## src/rtl/gpio_pkg.sv

```systemverilog
// Shared register map for the GPIO bank.
// Register index occupies addr[2:0]; port select occupies addr[4:3].
package gpio_pkg;

    typedef enum logic [2:0] {
        REG_OUT  = 3'd0,
        REG_DIR  = 3'd1,
        REG_SET  = 3'd2,
        REG_CLR  = 3'd3,
        REG_IN   = 3'd4,
        REG_EDGE = 3'd5,
        REG_MASK = 3'd6,
        REG_RSVD = 3'd7
    } gpio_reg_e;

    localparam int unsigned BUS_W = 16;

endpackage

```

## src/rtl/gpio_sync.sv

```systemverilog
// Two-flop pad synchroniser with a rising-edge pulse on the synchronised value.
module gpio_sync #(
    parameter int unsigned WIDTH = 8
) (
    input  logic             clk,
    input  logic             resetq,
    input  logic [WIDTH-1:0] pin,
    output logic [WIDTH-1:0] sync,
    output logic [WIDTH-1:0] rise
);

    logic [WIDTH-1:0] meta;
    logic [WIDTH-1:0] stable;
    logic [WIDTH-1:0] prev;

    always_ff @(posedge clk or negedge resetq) begin
        if (!resetq) begin
            meta   <= '0;
            stable <= '0;
            prev   <= '0;
        end else begin
            meta   <= pin;
            stable <= meta;
            prev   <= stable;
        end
    end

    assign sync = stable;
    assign rise = stable & ~prev;

endmodule

```

## src/rtl/gpio_bank.sv

```systemverilog
// Multi-port GPIO register bank with pad synchronisers.
// Define GPIO_BANK_IRQ_EN to build EDGE/MASK capture and the irq output.
module gpio_bank #(
    parameter int unsigned WIDTH = 8,
    parameter int unsigned PORTS = 3
) (
    input  logic                   clk,
    input  logic                   resetq,
    input  logic                   io_wr,
    input  logic                   io_rd,
    input  logic [4:0]             addr,
    input  logic [15:0]            wd,
    output logic [15:0]            rd,
    input  logic [PORTS*WIDTH-1:0] pin_in,
    output logic [PORTS*WIDTH-1:0] pin_out,
    output logic [PORTS*WIDTH-1:0] pin_oe,
    output logic                   irq
);
    import gpio_pkg::*;

    typedef logic [WIDTH-1:0] word_t;

    word_t     out_r  [PORTS];
    word_t     dir_r  [PORTS];
    word_t     in_s   [PORTS];
    word_t     rise_s [PORTS];
    logic [1:0] a_port;
    gpio_reg_e a_reg;
    word_t     wdata;
    word_t     rd_val;
    logic      unused_bits;

    assign a_port = addr[4:3];
    assign a_reg  = gpio_reg_e'(addr[2:0]);
    assign wdata  = wd[WIDTH-1:0];

    for (genvar g = 0; g < PORTS; g++) begin : g_port
        gpio_sync #(.WIDTH(WIDTH)) u_sync (
            .clk    (clk),
            .resetq (resetq),
            .pin    (pin_in[g*WIDTH +: WIDTH]),
            .sync   (in_s[g]),
            .rise   (rise_s[g])
        );
        assign pin_out[g*WIDTH +: WIDTH] = out_r[g];
        assign pin_oe[g*WIDTH +: WIDTH]  = dir_r[g];
    end

    // Port indices >= PORTS never match a loop index, so they are ignored here.
    always_ff @(posedge clk or negedge resetq) begin
        if (!resetq) begin
            for (int unsigned i = 0; i < PORTS; i++) begin
                out_r[i] <= '0;
                dir_r[i] <= '0;
            end
        end else if (io_wr) begin
            for (int unsigned i = 0; i < PORTS; i++) begin
                if (a_port == 2'(i)) begin
                    case (a_reg)
                        REG_OUT: out_r[i] <= wdata;
                        REG_DIR: dir_r[i] <= wdata;
                        REG_SET: out_r[i] <= out_r[i] | wdata;
                        REG_CLR: out_r[i] <= out_r[i] & ~wdata;
                        default: ;
                    endcase
                end
            end
        end
    end

`ifdef GPIO_BANK_IRQ_EN
    word_t edge_r [PORTS];
    word_t mask_r [PORTS];
    logic  irq_any;

    always_comb begin
        irq_any = 1'b0;
        for (int unsigned i = 0; i < PORTS; i++) begin
            irq_any = irq_any | (|(edge_r[i] & mask_r[i]));
        end
    end

    // A fresh rise is OR-ed in after the clear so it survives a coincident W1C.
    always_ff @(posedge clk or negedge resetq) begin
        if (!resetq) begin
            for (int unsigned i = 0; i < PORTS; i++) begin
                edge_r[i] <= '0;
                mask_r[i] <= '0;
            end
            irq <= 1'b0;
        end else begin
            for (int unsigned i = 0; i < PORTS; i++) begin
                if (io_wr && a_port == 2'(i) && a_reg == REG_EDGE)
                    edge_r[i] <= (edge_r[i] & ~wdata) | rise_s[i];
                else
                    edge_r[i] <= edge_r[i] | rise_s[i];
                if (io_wr && a_port == 2'(i) && a_reg == REG_MASK)
                    mask_r[i] <= wdata;
            end
            irq <= irq_any;
        end
    end

    always_comb begin
        unused_bits = ^wd;
    end
`else
    assign irq = 1'b0;

    always_comb begin
        unused_bits = ^wd;
        for (int unsigned i = 0; i < PORTS; i++) begin
            unused_bits = unused_bits ^ (^rise_s[i]);
        end
    end
`endif

    always_comb begin
        rd_val = '0;
        for (int unsigned i = 0; i < PORTS; i++) begin
            if (a_port == 2'(i)) begin
                case (a_reg)
                    REG_OUT:  rd_val = out_r[i];
                    REG_DIR:  rd_val = dir_r[i];
                    REG_IN:   rd_val = in_s[i];
`ifdef GPIO_BANK_IRQ_EN
                    REG_EDGE: rd_val = edge_r[i];
                    REG_MASK: rd_val = mask_r[i];
`endif
                    default:  rd_val = '0;
                endcase
            end
        end
    end

    // Register state is sampled pre-edge, so a same-cycle write returns the old value.
    always_ff @(posedge clk or negedge resetq) begin
        if (!resetq)
            rd <= '0;
        else if (io_rd)
            rd <= BUS_W'(rd_val);
    end

endmodule

```

## config.mk

```make
export PLATFORM = sky130hd
export DESIGN_NAME = gpio_bank
export DESIGN_NICKNAME = d
export VERILOG_FILES = /design/src/rtl/gpio_pkg.sv /design/src/rtl/gpio_sync.sv /design/src/rtl/gpio_bank.sv
export SDC_FILE = /design/constraint.sdc
export NUM_CORES = 1
export LEC_CHECK = 0
export ABC_AREA = 1
export BUFFER_PORTS_ARGS = -buffer_cell sky130_fd_sc_hd__buf_2
export CELL_PAD_IN_SITES_DETAIL_PLACEMENT = 1
export CELL_PAD_IN_SITES_GLOBAL_PLACEMENT = 1
export CORE_ASPECT_RATIO = 0.8
export CORE_MARGIN = 2
export CORE_UTILIZATION = 36
export CTS_CLUSTER_SIZE = 30
export DETAILED_ROUTE_END_ITERATION = 10
export PLACE_DENSITY_LB_ADDON = 0.1
export SYNTH_ARGS = -nofsm -noshare
export SYNTH_HDL_FRONTEND = slang
export SYNTH_SLANG_ARGS = --single-unit
```

## constraint.sdc

```tcl
create_clock -name clk -period 2.56 [get_ports clk]
set_input_delay 0.512 -clock clk [delete_from_list [all_inputs] [get_ports clk]]
set_output_delay 0.512 -clock clk [all_outputs]
set_load 0.05 [all_outputs]
```

==> summary.txt, run 1 <==
Yosys
  – Syn Std Cell Area: 4524 sq um
  – XOR/XNOR share of the synthesized area: 0%
  – Mux cell area share after synthesis: 0%
  – Number of synthesized register bits: 104
  – Syn Inst Count: 498
  – Synth cell types: 20
  – Syn. warnings: 0
  – Simple-gate share of the synthesized area: 27.71%
  – Largest family of logic cells by synthesized area: simple AND/OR/NAND/NOR gates
  – Synthesized area per cell: 9.085 sq um
  – Synth Area in Compound Gates: 6.831%
  – Post-Synth Adder-Cell Area: 0%
  – Seq/Total Area, Yosys: 57.52%

Worst setup path
  – Crit path cell chain: buf_2 -> inv_1 -> buf_4 -> nand3_1 -> nand2_1 -> nor2_1 -> nor2_1 -> nand3_1 -> nand2_1
  – Critical Path End Type: register
  – CP delay by family, top: buffers and inverters
  – Max stage delay on crit path: 0.38 ns
  – Critical Path RT: 2.80 ns
  – Crit path max-delay cell type: buf_2
  – Critical path start-end classification: input port to register
  – Critical path arrival: 2.02 ns
  – Max FO, Critical Path: 20
  – CP startpoint kind: input port
  – CP Buf/Inv Count: 3

Timing
  – Pins Over Slew Limit: 0
  – Tmin final: 1.776 ns
  – Hold WS: 0.1536 ns
  – Rel. slew slack: 62.06%
  – Final period utilization: 69.39%
  – Fin. Hold Viols: 0
  – Fin Setup TNS: 0 ns
  – RSZ-0062 raised after global routing: false
  – Worst Tran Pin Value: 0.5692 ns
  – FMAX: 0.5629 GHz
  – Final setup vio count: 0
  – Clock skew: 0.01216 ns

Clock tree
  – Clock sink count: 104
  – CTS root buffer: clkbuf_16
  – Clock transition at path regs: 0.08 ns
  – Post-CTS Setup Repair Bufs: 0
  – CTS Buffer Depth: 2
  – H-tree depth: 3
  – Post-CTS sizing: 0
  – CTS tree: done
  – Clock buffer count from CTS: 9
  – CTS Hold Buffers Added: 0
  – Clock latency at the later pin of the worst-skew pair: 0.35 ns

GRT
  – Vias in the first global route: 3857
  – M2 GR Usage: 33.27%
  – Gr busiest metal: met1
  – Antenna violations before repair: 0
  – Routing usage on met3: 3.961%
  – Met1 Use GR: 33.49%
  – Wire length of the first global-routing pass: 22.17 mm
  – Global Route Usage Sum: 22.16%
  – Largest net degree at the start of global routing: 43
  – GRT overflow: 0

Pwr
  – Max VDD drop: 0.5168 mV
  – P_leak: 2.835 nW
  – Total power: 4.644 mW
  – PwrDens: 862.8 nW/um^2

Cells and area
  – Antenna cells: 0
  – Share of cells above drive strength 1: 26.51%
  – Nets: 640
  – Final core occ: 44.10%
  – Number of fillers in the final layout: 1469
  – P&R area growth vs syn: 18.97%

Worst hold path
  – Hold WC Path Type: input port to async pin

Drt
  – Total number of vias: 3727
  – WL/cell: 18.41 um
  – Starting DRT DRC Count: 150
  – Final WL: 14.12 mm
  – Antenna Nets Post-Route: 0
  – DRC Markers: 0
  – Vias per inst: 4.859
  – Drt first pass iters: 5

Floorplan
  – Chip width: 129.3 um
  – Core area: 12210 sq um
  – IO Pins: 114
  – FP Rows: 36
  – Initial Util: 37.06%
  – Die Ht: 104.3 um
  – Die area: 13490 sq um

Place
  – GPL Wtd Cong: 0.8470
  – Post-DP HPWL: 10.69 mm
  – I/O Buffers: 96

Outcome
  – Status: finished, final reports clean

Flow run
  – Maximum capacitance violations: 0
==> routing by layer <==
metal | vias up | wire length (um)
met5 | - | 0
met4 | 0 | 125
met2 | 125 | 6456
met3 | 10 | 914
li1 | 1759 | -
met1 | 1833 | 6622
==> synthesized netlist by cell type <==
| cell type | n | area (sq um) |
|---|---|---|
| buf_6 | 10 | 112.6 |
| nor3_4 | 1 | 16.27 |
| conb_1 | 1 | 3.750 |
| o21ai_2 | 17 | 148.9 |
| nor2_2 | 1 | 6.260 |
| inv_2 | 7 | 26.28 |
| nand3_1 | 63 | 315.3 |
| dfrtp_1 | 104 | 2603 |
| inv_1 | 27 | 101.4 |
| buf_2 | 2 | 10.01 |
| nand2_2 | 6 | 37.54 |
| nand3_2 | 2 | 20.02 |
| nor2_1 | 34 | 127.6 |
| nand2_4 | 1 | 11.26 |
| buf_4 | 14 | 105.1 |
| nand2_1 | 169 | 634.4 |
| o21ai_0 | 15 | 75.07 |
| nor2_4 | 6 | 67.56 |
| nand3_4 | 1 | 17.52 |
| o21ai_1 | 17 | 85.08 |
==> where the power goes <==
part / switching (mW) / leakage, nW / total [mW] / internal, mW
sequential: 0.197 / 1.28 / 2.04 / 1.84
combinational: 0.948 / 1.40 / 1.20 / 0.256
clock: 0.701 / 0.151 / 1.40 / 0.702
total: 1.85 / 2.84 / 4.64 / 2.80
==> flip-flops by register name, summed over array words and instances (netlist names) <==
name / cells
g_port.u_sync.meta: 24
pin_oe: 24
rd: 8
g_port.u_sync.sync: 24
pin_out: 24
==> path summary, 6_finish.rpt <==
check / from / endpoint / slack, ns / cells past startpoint
max in group asynchronous: resetq / g_port[0].u_sync.sync[7]$_DFF_PN0_ / 1.69 / 2
setup / recovery: addr[2] / rd[4]$_DFFE_PN0P_ / 0.78 / 9
setup reg to reg: pin_out[12]$_DFFE_PN0P_ / rd[4]$_DFFE_PN0P_ / 1.44 / 6
hold reg to reg: g_port[2].u_sync.meta[0]$_DFF_PN0_ / g_port[2].u_sync.sync[0]$_DFF_PN0_ / 0.35 / 0
min in group clk: pin_in[14] / g_port[1].u_sync.meta[6]$_DFF_PN0_ / 0.26 / 1
hold / removal: resetq / pin_oe[2]$_DFFE_PN0P_ / 0.15 / 1
==> logic make-up after synthesis <==
kind of cell,Yosys count
simple gates,284
flops,104
buf+inv,60
compound gates,49
other cells,1
==> final cells by class <==
class                      instances  area (sq um)  area share, %
inverter                          34         127.6          2.371
sequential                       104          2603          48.35
clock inverter                     7         78.83          1.464
tap                              171         214.0          3.975
timing repair buffer             100         538.0          9.995
multi-input combinational        342          1597          29.66
clock buffer                       9         225.2          4.184
==> layout by cell type, fill, tap and decap left out, types with 2 or more instances in the layout <==
master | synthesis | routed
clkbuf_16 | 0 | 9
nand3_1 | 63 | 63
buf_12 | 0 | 2
nand2_1 | 169 | 169
nand2_2 | 6 | 6
nor2_4 | 6 | 6
conb_1 | 1 | 9
dfrtp_1 | 104 | 104
buf_4 | 14 | 3
inv_1 | 27 | 27
inv_8 | 0 | 4
nand3_2 | 2 | 2
inv_2 | 7 | 7
o21ai_2 | 17 | 17
o21ai_1 | 17 | 17
nor2_1 | 34 | 34
o21ai_0 | 15 | 15
buf_2 | 2 | 95
==> per-stage QoR <==
step           setup slack, ns  instance area [sq um]  cells
6_report                0.7836                   5383    767
5_1_grt                 0.5638                   5383    767
4_1_cts                 0.8028                   5383    767
3_5_place_dp            0.4435                   5079    751
3_3_place_gp            0.5087                   5079    751
2_1_floorplan            1.140                   4554    506
Note: power is estimated with default switching activity, not from simulation.
==> run 2: changes to the inputs <==
- ABC_AREA: 1 -> 0
- clock period: 2.56 -> 1.66 ns (I/O delays scaled with it)
==> summary.txt, run 2 <==
Cells and area
  – Multi-input gate area: 1568 sq um (-1.8%)
  – P&R area growth vs syn: 29.07%
  – Share of cells above drive strength 1: 42.62% (+16 points)
  – Commonest non-fill, non-tap cells in the layout: dfrtp_1, buf_2, buf_4, o21ai_0, a22o_1
  – Final core occ: 48.31% (+4.2 points)
  – Nets: 518 (-19%)
  – Number of fillers in the final layout: 1263 (-14%)
  – Antenna cells: 0 (unchanged)
  – Commonest non-fill, non-tap cell in the layout: dfrtp_1
  – Sequential Area: 2603 sq um (unchanged)

Worst setup path
  – Worst r2r path cells: 4 (-2)
  – CP startpoint kind: input port
  – Critical path arrival: 1.70 ns (-0.32 ns)
  – Critical path start-end classification: input port to register
  – R2r setup slk: 0.27 ns (-1.17 ns)
  – RR Endpoint: rd[5]$_DFFE_PN0P_
  – RR Startpoint: pin_out[13]$_DFFE_PN0P_
  – Critical Path RT: 1.91 ns (-0.89 ns)
  – Max FO, Critical Path: 10 (-50%)
  – Critical Path End Type: register

Floorplan
  – Die area: 13060 sq um (-3.1%)
  – Core area: 11690 sq um (-4.2%)
  – Die Ht: 102.6 um (-1.6%)
  – Chip width: 127.3 um (-1.6%)
  – IO Pins: 114 (unchanged)
  – Initial Util: 37.43% (+0.37 points)
  – FP Rows: 35 (-2.8%)

Yosys
  – Syn. warnings: 0 (unchanged)
  – Post-Synth Adder-Cell Area: 0% (unchanged)
  – Dominant cell type by area after synthesis: dfrtp_1
  – Synth top cells by count: dfrtp_1, o21ai_0, a22o_1
  – Synthesized area per cell: 13.18 sq um (+45%)
  – Simple-gate share of the synthesized area: 6.861% (-21 points)
  – XOR/XNOR share of the synthesized area: 0% (unchanged)
  – Synth cell types: 42 (+110%)
  – Synth Flop Type: dfrtp_1
  – Synth Area in Compound Gates: 16.95% (+10 points)
  – Synth area leaders: dfrtp_1, a22o_1, mux2_2
  – Post-synth EDFFs: 0 (unchanged)
  – Syn Std Cell Area: 4377 sq um (-3.3%)
  – Syn Inst Count: 332 (-33%)
  – Fraction of registers with async set/reset: 100.0% (unchanged)
  – Most numerous cell in the Yosys netlist: dfrtp_1
  – Yosys top cell area share: 59.46% (+1.9 points)
  – Number of synthesized register bits: 104 (unchanged)
  – Seq/Total Area, Yosys: 59.46% (+1.9 points)
  – Mux cell area share after synthesis: 11.23% (+11 points)
  – Largest family of logic cells by synthesized area: compound AO/OA/AOI/OAI gates

Clock tree
  – Post-CTS sizing: 0 (unchanged)
  – Clock transition at path regs: 0.08 ns (about the same)
  – Post-CTS Setup Repair Bufs: 0 (unchanged)
  – Clock sink count: 104 (unchanged)
  – CTS root buffer: clkbuf_16
  – Clock latency at the later pin of the worst-skew pair: 0.36 ns (about the same)
  – CTS Hold Buffers Added: 1 (+1)
  – CTS Buffer Depth: 2 (unchanged)
  – H-tree depth: 3 (unchanged)
  – Clock buffer count from CTS: 9 (unchanged)
  – CTS tree: done

Timing
  – Hold WS: 0.07271 ns (-0.08092 ns)
  – FMAX: 0.6915 GHz
  – Pins Over Slew Limit: 0 (unchanged)
  – Fin. Hold Viols: 0 (unchanged)
  – Tmin final: 1.446 ns
  – RSZ-0062 raised after global routing: false
  – Final setup vio count: 0 (unchanged)
  – Clock skew: 0.008870 ns (-0.003289 ns)
  – Fin Setup TNS: 0 ns (unchanged)
  – Post-route setup slack: 0.2138 ns (-0.5698 ns)
  – Final period utilization: 87.12%

GRT
  – GRT overflow: 0 (unchanged)
  – Antenna violations before repair: 0 (unchanged)
  – Wire length of the first global-routing pass: 20.29 mm (-8.5%)
  – Vias in the first global route: 3475 (-9.9%)
  – Largest net degree at the start of global routing: 34 (-21%)
  – Global Route Usage Sum: 21.22% (-0.94 points)

Drt
  – Drt first pass iters: 4 (-1)
  – WL/cell: 20.96 um (+14%)
  – Total number of vias: 3285 (-12%)
  – Antenna Nets Post-Route: 0 (unchanged)
  – Starting DRT DRC Count: 161 (+7.3%)
  – Vias per inst: 5.281 (+8.7%)
  – DRC Markers: 0 (unchanged)
  – Final WL: 13.04 mm (-7.7%)

Worst hold path
  – Worst hold path startpoint: pin_in[9]
  – Hold Path End: g_port[1].u_sync.meta[1]$_DFF_PN0_
  – Hold path depth: 1
  – Hold WC Path Type: input port to register

Place
  – I/O Buffers: 96 (unchanged)
  – GPL Wtd Cong: 0.8073 (-4.7%)
  – Pre-CTS setup slack: -0.1601 ns (-0.6036 ns)
  – Post-DP HPWL: 9.573 mm (-10%)

Pwr
  – Max VDD drop: 0.6086 mV (+18%)
  – P_leak: 2.755 nW (-2.8%)
  – PwrDens: 1283 nW/um^2 (+49%)

Flow run
  – Maximum capacitance violations: 0 (unchanged)

Outcome
  – Status: finished, final reports clean
## run 2: changes by cell type after synthesis, moves of 17 or more
| cell | previous run | this run |
|---|---|---|
| nand3_1 | 63 | 0 |
| mux2_2 | 0 | 17 |
| a22o_1 | 0 | 27 |
| inv_1 | 27 | 6 |
| nand2_1 | 169 | 8 |
| o21ai_1 | 17 | 0 |
| nor2_1 | 34 | 6 |
| o21ai_0 | 15 | 32 |
| mux2i_1 | 0 | 18 |
| o21ai_2 | 17 | 0 |
## run 2: worst max-delay path by stage
stage	from	end	depth (start not counted)
global route	addr[0]	rd[3]$_DFFE_PN0P_	6
global placement	addr[0]	pin_out[13]$_DFFE_PN0P_	7
CTS	addr[0]	pin_out[8]$_DFFE_PN0P_	7
floorplan	pin_out[13]$_DFFE_PN0P_	rd[5]$_DFFE_PN0P_	4
finish	addr[0]	pin_out[11]$_DFFE_PN0P_	7
detailed placement	addr[0]	pin_out[9]$_DFFE_PN0P_	7
## run 2: where the power goes
| part | internal (mW) | switching, mW | leakage (nW) |
|---|---|---|---|
| sequential | 2.84 | 0.251 | 1.28 |
| clock | 1.09 | 1.03 | 0.143 |
| combinational | 0.601 | 1.43 | 1.33 |
| total | 4.54 | 2.71 | 2.75 |
## run 2: per-stage QoR
stage / total power, mW / area, sq um / instances
after detailed placement: 5.174 / 5341 / 605
final: 7.249 / 5649 / 622
after global routing: 7.548 / 5649 / 622
after floorplan: 4.526 / 4407 / 340
after CTS: 7.339 / 5649 / 622
after global placement: 5.136 / 5341 / 605
## run 2: layout make-up
class / instances / share of cell area (%)
Sequential cell: 104 / 46.07
Inverter: 6 / 0.3987
Clock buffer: 10 / 4.230
Tap cell: 148 / 3.278
Multi-Input combinational cell: 197 / 27.75
Clock inverter: 6 / 1.041
Timing Repair Buffer: 151 / 17.23
## run 2: routing by layer
| layer | track usage (%) | up-vias | wire, um |
|---|---|---|---|
| met5 | 0 | - | 0 |
| met4 | 7.270 | 0 | 212 |
| met3 | 4.982 | 19 | 589 |
| met2 | 33.98 | 95 | 6159 |
| met1 | 28.74 | 1704 | 6074 |
| li1 | - | 1467 | - |
## run 2: critical path: stages
cell,delay [ns]
buf_2,0.22
nor2b_1,0.34
buf_12,0.18
nor3_4,0.06
a21boi_4,0.15
buf_4,0.17
a22o_1,0.23
## run 2: logic make-up (layout without fill, tap and decap cells)
logic type      Yosys count  count (layout)
mux                      43              43
simple gates             44              44
flops                   104             104
compound gates          101             101
other cells               1               9
buf+inv                  39             173
==> run 3: changes to the inputs <==
- CORE_ASPECT_RATIO: 0.8 -> unset
- CORE_UTILIZATION: 36 -> 42
==> summary.txt, run 3 (synthesis results as in run 2) <==
Cells and area
  – Number of fillers in the final layout: 1131 (-10%)
  – Share of cells above drive strength 1: 42.98% (+0.36 points)
  – Final core occ: 53.98% (+5.7 points)
  – Commonest non-fill, non-tap cells in the layout: dfrtp_1, buf_2, buf_4, o21ai_0, a22o_1
  – Antenna cells: 0 (unchanged)
  – Commonest non-fill, non-tap cell in the layout: dfrtp_1
  – Finished Cell Area: 5523 sq um (-2.2%)
  – Sequential Area: 2603 sq um (unchanged)
  – P&R area growth vs syn: 26.19%
  – Nets: 521 (+0.58%)
  – Multi-input gate area: 1568 sq um (unchanged)

Pwr
  – P_leak: 2.719 nW (-1.3%)
  – Max VDD drop: 0.7354 mV (+21%)
  – Internal power: 4.152 mW (-8.5%)
  – Combinational Power Share: 29.8% (+1.8 points)
  – Clock power frac: 24.4% (-5.0 points)
  – Switch share: 38.27% (+0.88 points)
  – Total power: 6.727 mW (-7.2%)
  – PwrDens: 1218 nW/um^2 (-5.1%)
  – Reg power frac: 45.9% (+3.2 points)
  – Switching power: 2.574 mW (-5.0%)

GRT
  – Gr busiest metal: met2
  – GRT overflow: 0 (unchanged)
  – Antenna violations before repair: 0 (unchanged)
  – Largest net degree at the start of global routing: 41 (+21%)
  – Vias in the first global route: 3479 (+0.12%)
  – Routing usage on met3: 6.070% (+1.1 points)
  – Wire length of the first global-routing pass: 19.75 mm (-2.7%)
  – M2 GR Usage: 36.54% (+2.6 points)
  – Met1 Use GR: 33.68% (+4.9 points)
  – Global Route Usage Sum: 23.75% (+2.5 points)

Worst setup path
  – Crit path cell chain: buf_2
  – CP delay by family, top: flip-flops
  – Max stage delay on crit path: 0.43 ns (+0.09 ns)
  – CP startpoint kind: register
  – Max FO, Critical Path: 3 (-7)
  – Crit path max-delay cell type: dfrtp_1
  – Critical Path End Type: output port
  – Critical Path RT: 1.33 ns (-0.58 ns)
  – Critical path start-end classification: register to output port
  – Critical path arrival: 1.11 ns (-0.59 ns)
  – CP Buf/Inv Count: 1 (-2)

Place
  – Post-DP HPWL: 9.279 mm (-3.1%)
  – I/O Buffers: 96 (unchanged)
  – Pre-CTS setup slack: -0.07236 ns (+0.08774 ns)
  – GPL Wtd Cong: 0.8433 (+4.5%)
  – Placed standard-cell area: 5311 sq um (-0.56%)

Floorplan
  – FP Rows: 37 (+5.7%)
  – Die area: 11250 sq um (-14%)
  – Die Ht: 106.1 um (+3.4%)
  – Chip width: 106.1 um (-17%)
  – Core area: 10230 sq um (-12%)
  – Initial Util: 42.78% (+5.3 points)
  – IO Pins: 114 (unchanged)

Drt
  – Final WL: 12.32 mm (-5.5%)
  – Total number of vias: 3255 (-0.91%)
  – Drt first pass iters: 4 (unchanged)
  – Antenna Nets Post-Route: 0 (unchanged)
  – Starting DRT DRC Count: 121 (-25%)
  – Vias per inst: 5.310 (+0.54%)
  – WL/cell: 20.09 um (-4.1%)
  – DRC Markers: 0 (unchanged)

Worst hold path
  – Hold WC Path Type: input port to register

Timing
  – Hold WS: 0.03960 ns (-0.03311 ns)
  – RSZ-0062 raised after global routing: false
  – Post-route setup slack: 0.2155 ns (+0.001672 ns)
  – Clock skew: 0.01192 ns (+0.003054 ns)
  – Pins Over Slew Limit: 0 (unchanged)
  – Final setup vio count: 0 (unchanged)
  – Tmin final: 1.445 ns (-0.001672 ns)
  – FMAX: 0.6923 GHz (+0.12%)
  – Final period utilization: 87.02% (-0.10 points)
  – Fin. Hold Viols: 0 (unchanged)

Clock tree
  – Clock latency at the later pin of the worst-skew pair: 0.39 ns (+0.03 ns)
  – CTS Hold Buffers Added: 1 (unchanged)
  – Post-CTS Setup Repair Bufs: 0 (unchanged)
  – Post-CTS sizing: 0 (unchanged)
  – CTS tree: done
  – H-tree depth: 3 (unchanged)
  – CTS root buffer: clkbuf_8
  – Clock buffer count from CTS: 9 (unchanged)
  – Clock transition at path regs: 0.11 ns (+0.03 ns)
  – Clock sink count: 104 (unchanged)
  – CTS Buffer Depth: 2 (unchanged)

Flow run
  – Maximum capacitance violations: 0 (unchanged)

Outcome
  – Status: finished, final reports clean
## run 3: cell count changes in the layout (fill, tap and decap cells not counted), moves of 2 or more
| cell | change |
|---|---|
| buf_4 | +6 |
| clkinv_4 | +2 |
| clkbuf_8 | +8 |
| buf_12 | -3 |
| clkbuf_16 | -9 |
| clkinv_2 | +2 |
| inv_6 | -3 |
## run 3: final timing paths
| kind | to | slack (ns) | cells after the start | from |
|---|---|---|---|---|
| setup / recovery | pin_out[13] | 0.22 | 1 | pin_out[13]$_DFFE_PN0P_ |
| hold / removal | g_port[2].u_sync.meta[7]$_DFF_PN0_ | 0.04 | 1 | pin_in[23] |
| setup reg to reg | rd[5]$_DFFE_PN0P_ | 0.29 | 4 | pin_out[13]$_DFFE_PN0P_ |
| hold reg to reg | g_port[1].u_sync.sync[4]$_DFF_PN0_ | 0.35 | 0 | g_port[1].u_sync.meta[4]$_DFF_PN0_ |
| max in group asynchronous | g_port[2].u_sync.meta[6]$_DFF_PN0_ | 0.77 | 3 | resetq |
| min in group asynchronous | g_port[0].u_sync.sync[0]$_DFF_PN0_ | 0.35 | 2 | resetq |
## run 3: power groups by stage
| stage | sequential [mW] | clock (mW) | combinational [mW] |
|---|---|---|---|
| after CTS | 3.09 | 1.69 | 2.02 |
| final | 3.08 | 1.64 | 2.00 |
| after global placement | 3.12 | 0 | 1.99 |
| after floorplan | 3.96 | 0 | 0.561 |
| after global routing | 3.13 | 1.79 | 2.11 |
| after detailed placement | 3.14 | 0 | 2.01 |
## run 3: per-layer routing
metal | part of all wire (%) | vias up
li1 | - | 1463
met1 | 46 | 1678
met2 | 46 | 103
met3 | 6.6 | 11
met4 | 1.1 | 0
met5 | 0 | -
## run 3: through the flow
step / std cells / TNS [ns]
5_1_grt: 613 / 0
2_1_floorplan: 340 / 0
3_3_place_gp: 596 / -0.3250
4_1_cts: 613 / 0
3_5_place_dp: 596 / -0.9401
6_report: 613 / 0
## run 3: layout make-up
class                      instances  share of cell area (%)
sequential                       104                   47.12
multi-input combinational        197                   28.39
timing repair buffer             154                   17.35
tap                              136                   3.081
clock buffer                       9                   2.243
clock inverter                     7                   1.405
inverter                           6                  0.4078
